**src/rtl/sram_ft.sv**
```systemverilog
// sram_ft: single-port SRAM with a run-time fault table (stuck-at/transition) and a clear sweep after reset
module sram_ft #(
  parameter int ADDR_W = 6,
  parameter int DATA_W = 8,
  parameter int NUM_FAULTS = 4,
  localparam int DEPTH = 1 << ADDR_W,
  localparam int IDX_W = NUM_FAULTS > 1 ? $clog2(NUM_FAULTS) : 1,
  localparam int BIT_W = DATA_W > 1 ? $clog2(DATA_W) : 1
) (
  input  logic              clk,
  input  logic              rst_n,
  input  logic              cs,
  input  logic              rwbar,
  input  logic [ADDR_W-1:0] ramaddr,
  input  logic [DATA_W-1:0] ramin,
  output logic [DATA_W-1:0] ramout,
  output logic              ready,
  input  logic              flt_we,
  input  logic [IDX_W-1:0]  flt_idx,
  input  logic [1:0]        flt_type,
  input  logic [ADDR_W-1:0] flt_addr,
  input  logic [BIT_W-1:0]  flt_bit
);
  typedef enum logic {INIT, RUN} state_t;
  state_t state_q;
  logic [ADDR_W-1:0] cnt_q;
  logic [DATA_W-1:0] ramout_q;
  logic ready_q;
  logic [DATA_W-1:0] mem_q [DEPTH];
  logic [1:0] type_q [NUM_FAULTS];
  logic [ADDR_W-1:0] faddr_q [NUM_FAULTS];
  logic [BIT_W-1:0] fbit_q [NUM_FAULTS];
  logic [DATA_W-1:0] rd_d, wr_d;
  logic [1:0] ft;
  // per bit, the lowest-index live entry decides; stuck-ats act on reads, transition faults on writes
  always_comb begin
    rd_d = mem_q[ramaddr];
    wr_d = ramin;
    ft = 2'b00;
    for (int b = 0; b < DATA_W; b++) begin
      ft = 2'b00;
      for (int i = NUM_FAULTS - 1; i >= 0; i--)
        if (type_q[i] != 2'b00 && faddr_q[i] == ramaddr && int'(fbit_q[i]) == b) ft = type_q[i];
      rd_d[b] = ft == 2'b01 ? 1'b0 : ft == 2'b10 ? 1'b1 : rd_d[b];
      wr_d[b] = (ft == 2'b11 && !mem_q[ramaddr][b]) ? 1'b0 : wr_d[b];
    end
  end
  always_ff @(posedge clk) begin
    if (!rst_n) begin
      state_q <= INIT;
      cnt_q <= '0;
      ready_q <= 1'b0;
      ramout_q <= '0;
      for (int i = 0; i < NUM_FAULTS; i++) type_q[i] <= 2'b00;
    end else begin
      if (flt_we && int'(flt_idx) < NUM_FAULTS) begin
        type_q[flt_idx] <= flt_type;
        faddr_q[flt_idx] <= flt_addr;
        fbit_q[flt_idx] <= flt_bit;
      end
      if (state_q == INIT) begin
        mem_q[cnt_q] <= '0;
        cnt_q <= cnt_q + 1'b1;
        ramout_q <= '0;
        if (&cnt_q) begin
          state_q <= RUN;
          ready_q <= 1'b1;
        end
      end else begin
        ramout_q <= (cs && rwbar) ? rd_d : '0;
        if (cs && !rwbar) mem_q[ramaddr] <= wr_d;
      end
    end
  end
  assign ramout = ramout_q;
  assign ready = ready_q;
endmodule

```
**config.mk**
```make
export PLATFORM = sky130hd
export DESIGN_NAME = sram_ft
export DESIGN_NICKNAME = d
export VERILOG_FILES = /design/src/rtl/sram_ft.sv
export SDC_FILE = /design/constraint.sdc
export NUM_CORES = 1
export LEC_CHECK = 0
export BUFFER_PORTS_ARGS = -buffer_cell sky130_fd_sc_hd__buf_2
export CELL_PAD_IN_SITES_DETAIL_PLACEMENT = 1
export CELL_PAD_IN_SITES_GLOBAL_PLACEMENT = 1
export CORE_ASPECT_RATIO = 2
export CORE_MARGIN = 2
export CORE_UTILIZATION = 55
export DETAILED_ROUTE_END_ITERATION = 16
export HOLD_SLACK_MARGIN = 0.03
export PLACE_DENSITY_LB_ADDON = 0.08
export REMOVE_ABC_BUFFERS = 1
export SYNTH_ARGS = -nofsm -noshare
export SYNTH_HDL_FRONTEND = slang
export SYNTH_SLANG_ARGS = --single-unit
```
**constraint.sdc**
```tcl
create_clock -name clk -period 4.6 [get_ports clk]
set_input_delay 0.46 -clock clk [delete_from_list [all_inputs] [get_ports clk]]
set_output_delay 0.46 -clock clk [all_outputs]
set_load 0.01 [all_outputs]
```
==> metrics.log, run 1 <==
[metrics] status: complete, no violations
[metrics] Max Root-Sink Buffers: 3
[metrics] sort of element at the end of the critical path: flop
[metrics] pin count of the biggest net entering global routing: 65
[metrics] Via Count: 13400
[metrics] type of the worst setup path: in -> reg
[metrics] maximum net fanout on the critical path: 51
[metrics] row count: ~110
[metrics] netlist area before placement: between 20000 and 25000 sq um
[metrics] syn avg cell area: between 15 and 20 sq um
[metrics] #FFs+latches synth: between 500 and 600
[metrics] Crit path arrival time: 4.36 ns
[metrics] path category of the worst min-delay check: in -> reg
[metrics] startpoint of the tightest hold check path: flt_addr[2]
[metrics] startpoint type of the worst setup path: input pin
[metrics] Total Nets Final: between 1000 and 1500
[metrics] Worst Setup Slack, final: 0.659 ns
[metrics] leading area contributor after synthesis: sky130_fd_sc_hd__edfxtp_1
[metrics] starting utilization of the core area: around 55%
[metrics] fraction of layout cells with a size suffix above 1: between 20% and 30%
[metrics] count of flip-flops with a built-in enable after synthesis: ~560
[metrics] placer congestion estimate: approximately 0.9
[metrics] via count of the first global-routing pass: 14000
[metrics] number of antenna violations at the first check in global routing: 0
[metrics] maximum clock rate: 254 MHz
[metrics] post-CTS setup repair buffer count: 0
[metrics] number of buffers created by CTS: 48
[metrics] overall track demand over capacity in global routing: roughly 30%
[metrics] first-pass GRT wire length: roughly 95000 um
[metrics] count of buffers inserted at the top-level ports: 40
[metrics] post-route worst hold slack: approximately 0.13 ns
[metrics] Clock Tree Root: sky130_fd_sc_hd__clkbuf_16
[metrics] most repeated cell in the gate-level netlist after synthesis: sky130_fd_sc_hd__edfxtp_1
[metrics] Tightest Pin Transition: around 1.2 ns
[metrics] Initial DRT Pass Iterations: 5
[metrics] number of hold-repair buffers added at the cts stage: 0
[metrics] Setup Viol. Count Final: 0
[metrics] cell count after placement: 1950
[metrics] sum of net half-perimeters after detailed placement: 43200 um
[metrics] internal reg-to-reg setup slack: around 1.0 ns
[metrics] height of the chip: approximately 300 um
[metrics] required time reported for the critical path endpoint: around 5 ns
[metrics] CTS-repair resized insts: 0
[metrics] Die Footprint: roughly 45000 sq um
[metrics] YS warnings: 0
[metrics] top cells by area in the synthesized netlist: sky130_fd_sc_hd__edfxtp_1 (70%), sky130_fd_sc_hd__mux4_2 (11%), sky130_fd_sc_hd__nor2_1 (1.9%)
[metrics] Final Instance Count excl. Fillers: between 2000 and 2500
[metrics] Async SR Flop Fraction: 0%
[metrics] static leakage: roughly 9.6 nW
[metrics] final worst-path cycle share: 85.7%
[metrics] DRC marker count from the first detailed-route iteration: between 1000 and 1500
[metrics] hold path cells: 1
[metrics] CTS tree: done
[metrics] overall die width: between 150 and 200 um
[metrics] total power draw: 10.1 mW
[metrics] Hold Vio Cnt, Final: 0
[metrics] reg-to-reg critical path startpoint: state_q
[metrics] remaining routing DRC violations: 0
[metrics] total congestion overflow: 0
[metrics] number of slew-limit violations in the final report: 0
[metrics] clk_lat worst skew: roughly 0.6 ns
[metrics] detailed-route wire length per cell: 31.6 um
[metrics] area added between synthesis and finish: 11.3%
[metrics] # clock sinks: between 500 and 600
[metrics] final std cell area, no fill: about 27000 sq um
[metrics] worst-case vdd ir drop: roughly 0.47 mV
[metrics] sequential share of the synthesized area: approximately 71%
[metrics] Fin Clk Skew: between 0.02 and 0.025 ns
[metrics] H-Tree Level Count: 2
[metrics] count of distinct cell types in the synthesized netlist: 80
[metrics] drt total wl: roughly 64000 um
[metrics] worst-case reg-to-reg path depth: 7
[metrics] unrepaired setup endpoints after global routing: no
[metrics] post-placement worst setup slack: 0.0481 ns
[metrics] Core Footprint: 43100 sq um
[metrics] areal power density over the cells: 380 nW/um^2
[metrics] main flop type after synthesis: sky130_fd_sc_hd__edfxtp_1
[metrics] top cells by count, synth: sky130_fd_sc_hd__edfxtp_1 (556), sky130_fd_sc_hd__nor2_1 (123), sky130_fd_sc_hd__mux4_2 (113), sky130_fd_sc_hd__nand2_1 (64)
[metrics] total of max-cap violations: 0
[metrics] capture instance of the worst register-to-register path: mem_q[32][3]
[metrics] hold worst-path end: faddr_q[2][2]
[metrics] count of boundary I/O pins: 41
[metrics] Relative slew margins: between 10% and 20%
[metrics] Vias per Instance: between 6 and 7
[metrics] number of antenna-violating nets in the routed design: 0
[metrics] minimum period implied by the final worst setup slack: around 4 ns
[metrics] Final Util: between 60 and 70%
[metrics] Post-DP Area: approximately 25000 sq um
[metrics] post-synth top area share: between 60% and 70%
[metrics] summed negative setup slack over all endpoints: 0 ns
[metrics] clk slew on worst S/H paths: roughly 0.06 ns
[metrics] instance count of the mapped netlist: ~1300
[metrics] ANT cells: 0
-- power by group --
group          switching, mW  internal [mW]  total (mW)
logic                  0.297          0.166       0.463
clock network           1.85           2.08        3.93
registers             0.0342           5.66        5.70
-- layout make-up --
| cell class | count | area, sq um |
|---|---|---|
| Sequential cell | 572 | 17000 |
| Timing Repair Buffer | 121 | 961 |
| Clock inverter | 28 | 225 |
| Inverter | 10 | 37.5 |
| Clock buffer | 58 | 1260 |
| Tap cell | 550 | 688 |
| Multi-Input combinational cell | 697 | 6400 |
| Fill cell | 3743 | 16500 |
-- state kept, by name (all words and copies together), names as in the netlist --
name	flops
state_q	1
fbit_q	12
cnt_q	6
faddr_q	24
mem_q	512
type_q	8
ready	1
ramout	8
-- how the worst max path moves through the flow --
stage / depth (start not counted) / from / to
CTS: 9 / ramaddr[0] / mem_q[18][7]
global placement: 9 / ramaddr[0] / mem_q[8][7]
global route: 9 / ramaddr[0] / mem_q[18][7]
finish: 9 / ramaddr[0] / mem_q[18][7]
detailed placement: 9 / ramaddr[0] / mem_q[9][7]
floorplan: 7 / ramaddr[4] / mem_q[0][5]
-- layout by cell type (no fill, tap or decap), types with 16 or more instances in the layout --
master,count
sky130_fd_sc_hd__nand2b_1,20
sky130_fd_sc_hd__buf_2,37
sky130_fd_sc_hd__mux2_2,16
sky130_fd_sc_hd__edfxtp_1,556
sky130_fd_sc_hd__xnor2_1,17
sky130_fd_sc_hd__buf_4,71
sky130_fd_sc_hd__o22ai_1,26
sky130_fd_sc_hd__clkbuf_16,49
sky130_fd_sc_hd__nor2_1,122
sky130_fd_sc_hd__a21oi_1,20
sky130_fd_sc_hd__dfxtp_1,16
sky130_fd_sc_hd__nand2_1,64
sky130_fd_sc_hd__mux4_2,113
sky130_fd_sc_hd__nand4_1,21
sky130_fd_sc_hd__o21ai_0,21
sky130_fd_sc_hd__nand3_1,28
sky130_fd_sc_hd__mux2i_1,28
-- worst max-delay path: stages --
cell	delay [ns]
sky130_fd_sc_hd__buf_6	0.46
sky130_fd_sc_hd__buf_4	0.41
sky130_fd_sc_hd__mux4_2	0.29
sky130_fd_sc_hd__o22ai_1	0.10
sky130_fd_sc_hd__a2111oi_0	1.06
sky130_fd_sc_hd__a32oi_1	0.29
sky130_fd_sc_hd__nand2b_1	0.21
sky130_fd_sc_hd__o211a_2	0.60
sky130_fd_sc_hd__buf_12	0.28
-- logic make-up after synthesis --
group	Yosys count	share of synthesized area [%]
XOR/XNOR	34	1.48
AO/OA/AOI/OAI	151	4.54
buffers and inverters	77	2.18
multiplexers	162	13.1
adder cells (fa/ha/maj)	3	0.141
flip-flops	572	71.2
AND/OR/NAND/NOR	347	7.31
-- per-layer routing --
| metal | wire (um) | GRT usage (%) | share of wire [%] | vias up |
|---|---|---|---|---|
| met5 | 0 | 0 | 0 | - |
| met4 | 3120 | 12.8 | 4.8 | 0 |
| met3 | 3660 | 3.69 | 5.7 | 143 |
| met2 | 32800 | 48.2 | 51 | 526 |
| met1 | 24700 | 40.4 | 38 | 7050 |
| li1 | - | - | - | 5645 |
Note: power is estimated with default switching activity, not from simulation.
==> run 2: changes to the inputs <==
--- a/config.mk
+++ b/config.mk
@@ -5,12 +5,14 @@
 export SDC_FILE = /design/constraint.sdc
 export NUM_CORES = 1
 export LEC_CHECK = 0
+export ABC_AREA = 1
 export BUFFER_PORTS_ARGS = -buffer_cell sky130_fd_sc_hd__buf_2
+export CAP_MARGIN = 10
 export CELL_PAD_IN_SITES_DETAIL_PLACEMENT = 1
 export CELL_PAD_IN_SITES_GLOBAL_PLACEMENT = 1
 export CORE_ASPECT_RATIO = 2
 export CORE_MARGIN = 2
-export CORE_UTILIZATION = 55
+export CORE_UTILIZATION = 50
 export DETAILED_ROUTE_END_ITERATION = 16
 export HOLD_SLACK_MARGIN = 0.03
 export PLACE_DENSITY_LB_ADDON = 0.08
==> metrics.log, run 2 <==
[metrics] post-synth top area share: about 67%
[metrics] clk slew on worst S/H paths: 0.07 ns
[metrics] Vias per Instance: about 5.8
[metrics] fraction of layout cells with a size suffix above 1: between 10% and 20%
[metrics] minimum period implied by the final worst setup slack: 3.60 ns
[metrics] Async SR Flop Fraction: 0%
[metrics] Crit path arrival time: between 4 and 5 ns
[metrics] via count of the first global-routing pass: just under 20000
[metrics] most frequent standard cell in the layout excluding fill and tap cells: sky130_fd_sc_hd__nand2_1
[metrics] detailed-route wire length per cell: 24.9 um
[metrics] YS warnings: 0
[metrics] required time reported for the critical path endpoint: about 5.0 ns
[metrics] number of antenna-violating nets in the routed design: 0
[metrics] row count: 115
[metrics] Via Count: around 18000
[metrics] Core Footprint: 49200 sq um
[metrics] hold path cells: 1
[metrics] leading registers by flop count: mem_q x512, faddr_q x24, fbit_q x12
[metrics] DRC marker count from the first detailed-route iteration: just under 1000
[metrics] total congestion overflow: 0
[metrics] status: complete, no violations
[metrics] Clock Tree Root: sky130_fd_sc_hd__clkbuf_16
[metrics] most repeated cell in the gate-level netlist after synthesis: sky130_fd_sc_hd__nand2_1
[metrics] sequential share of the synthesized area: 68.4%
[metrics] worst-case vdd ir drop: 0.348 mV
[metrics] path category of the worst min-delay check: in -> reg
[metrics] first-pass GRT wire length: 117000 um
[metrics] count of distinct cell types in the synthesized netlist: 33
[metrics] number of slew-limit violations in the final report: 0
[metrics] startpoint type of the worst setup path: flop
[metrics] type of the worst setup path: reg -> reg
[metrics] Hold Vio Cnt, Final: 0
[metrics] height of the chip: ~320 um
[metrics] Fin Clk Skew: roughly 0.024 ns
[metrics] main flop type after synthesis: sky130_fd_sc_hd__edfxtp_1
[metrics] netlist area before placement: approximately 25000 sq um
[metrics] ANT cells: 0
[metrics] placer congestion estimate: between 0.9 and 1
[metrics] internal reg-to-reg setup slack: 1.00 ns
[metrics] sum of net half-perimeters after detailed placement: ~50000 um
[metrics] area added between synthesis and finish: 11.8%
[metrics] total of max-cap violations: 0
[metrics] count of boundary I/O pins: 41
[metrics] CTS tree: done
[metrics] areal power density over the cells: about 380 nW/um^2
[metrics] top cells by area in the synthesized netlist: sky130_fd_sc_hd__edfxtp_1 (67%), sky130_fd_sc_hd__nand2_1 (12%), sky130_fd_sc_hd__nand3_1 (10%)
[metrics] number of buffers created by CTS: 50
[metrics] sort of element at the end of the critical path: flop
[metrics] syn avg cell area: between 10 and 15 sq um
[metrics] total power draw: 10.5 mW
[metrics] Max Root-Sink Buffers: 3
[metrics] Final Util: a little under three fifths
[metrics] final worst-path cycle share: between 70% and 80%
[metrics] largest register by flop count: mem_q
[metrics] maximum net fanout on the critical path: 30
[metrics] # clock sinks: between 500 and 600
[metrics] pin count of the biggest net entering global routing: 95
[metrics] static leakage: around 11 nW
[metrics] post-CTS setup repair buffer count: 0
[metrics] top cells by count, synth: sky130_fd_sc_hd__nand2_1 (827), sky130_fd_sc_hd__edfxtp_1 (556), sky130_fd_sc_hd__nand3_1 (498), sky130_fd_sc_hd__nor2_1 (148), sky130_fd_sc_hd__inv_1 (93)
[metrics] count of flip-flops with a built-in enable after synthesis: 556
[metrics] Total Nets Final: 2465
[metrics] count of buffers inserted at the top-level ports: 40
[metrics] number of antenna violations at the first check in global routing: 0
[metrics] Die Footprint: 51600 sq um
[metrics] worst-case reg-to-reg path depth: 14
[metrics] Setup Viol. Count Final: 0
[metrics] remaining routing DRC violations: 0
[metrics] unrepaired setup endpoints after global routing: no
[metrics] Initial DRT Pass Iterations: 5
[metrics] H-Tree Level Count: 2
[metrics] #FFs+latches synth: around 570
[metrics] instance count of the mapped netlist: 2383
[metrics] CTS-repair resized insts: 0
[metrics] overall die width: between 150 and 200 um
[metrics] number of hold-repair buffers added at the cts stage: 0
[metrics] overall track demand over capacity in global routing: a little under a third
[metrics] drt total wl: about 78000 um
[metrics] Relative slew margins: 19.3%
[metrics] leading area contributor after synthesis: sky130_fd_sc_hd__edfxtp_1
[metrics] maximum clock rate: 278 MHz
[metrics] max reg flops: between 500 and 600
[metrics] Tightest Pin Transition: between 1 and 1.5 ns
[metrics] most frequent cells in the layout: sky130_fd_sc_hd__nand2_1 (827), sky130_fd_sc_hd__edfxtp_1 (556), sky130_fd_sc_hd__nand3_1 (498)
[metrics] clk_lat worst skew: between 0.6 and 0.7 ns
[metrics] starting utilization of the core area: 50.5%
==> run 2: cell types whose count changed after synthesis, moves of 22 or more <==
| cell | previous run | this run |
|---|---|---|
| sky130_fd_sc_hd__mux2i_1 | 28 | 0 |
| sky130_fd_sc_hd__buf_2 | 15 | 68 |
| sky130_fd_sc_hd__mux4_2 | 113 | 0 |
| sky130_fd_sc_hd__nand2_1 | 64 | 827 |
| sky130_fd_sc_hd__nand3_1 | 28 | 498 |
| sky130_fd_sc_hd__o22ai_1 | 26 | 0 |
| sky130_fd_sc_hd__nor2_1 | 123 | 148 |
| sky130_fd_sc_hd__inv_1 | 8 | 93 |
| sky130_fd_sc_hd__buf_1 | 2 | 24 |
==> run 2: layout make-up <==
type / count / area, sq um
clock buffers: 59 / 1310
clock inverters: 31 / 283
fillers: 5319 / 21400
inverters: 104 / 400
multi-input cells: 1580 / 6950
flip-flops and latches: 572 / 17000
well taps: 643 / 805
repair buffers: 124 / 1040
==> run 2: cell families (layout without fill, tap and decap cells) <==
group / after synthesis / after routing / synth area share (%)
simple gates: 1530 / 1530 / 26.3
flops: 572 / 572 / 68.4
buf+inv: 231 / 318 / 3.93
compound gates: 44 / 44 / 1.09
xor+xnor: 5 / 5 / 0.176
fa+ha+maj: 1 / 1 / 0.0503
==> run 2: worst paths after layout <==
kind	to	startpoint
min reg2reg	ready	ready
max reg2reg	mem_q[52][0]	type_q[2][1]
min	faddr_q[1][3]	flt_addr[3]
max	mem_q[52][0]	type_q[2][1]
==> run 2: power breakdown <==
group          switching (mW)  internal (mW)
Clock                    1.92           2.27
Sequential             0.0214           5.66
Combinational           0.472          0.165
Total                    2.41           8.10
==> run 2: metal layers <==
metal / GRT usage [%] / share of wire [%] / vias up
met5: 0 / 0 / -
met4: 19.0 / 7.0 / 0
met3: 3.45 / 3.9 / 247
met2: 56.9 / 54 / 519
met1: 32.3 / 35 / 9162
li1: - / - / 8269
==> run 2: per-stage QoR <==
stage	hold WS [ns]	worst slack (ns)	std cells	cell area, sq um	TNS (ns)
4_1_cts	0.0660	1.05	3112	27800	0
2_1_floorplan	0.455	-1.08	2256	24300	-447.32
5_1_grt	0.0847	0.884	3113	27800	0
3_5_place_dp	0.500	0.673	3022	26200	0
3_3_place_gp	0.467	0.782	3022	26200	0
6_report	0.0892	1.00	3113	27800	0
==> run 2: worst max-delay path: stages (launching register included) <==
cell,delay [ns]
sky130_fd_sc_hd__edfxtp_1,0.32
sky130_fd_sc_hd__buf_4,0.20
sky130_fd_sc_hd__inv_1,0.14
sky130_fd_sc_hd__nand2_1,0.28
sky130_fd_sc_hd__nand2_1,0.08
sky130_fd_sc_hd__nor2_1,0.10
sky130_fd_sc_hd__nand2_1,0.07
sky130_fd_sc_hd__nor2_2,0.42
sky130_fd_sc_hd__nand4_1,0.25
sky130_fd_sc_hd__nand3_1,0.17
sky130_fd_sc_hd__nand2_1,0.07
sky130_fd_sc_hd__nand2_1,0.11
sky130_fd_sc_hd__nor2_1,0.08
sky130_fd_sc_hd__a21oi_4,0.72
sky130_fd_sc_hd__buf_4,0.36
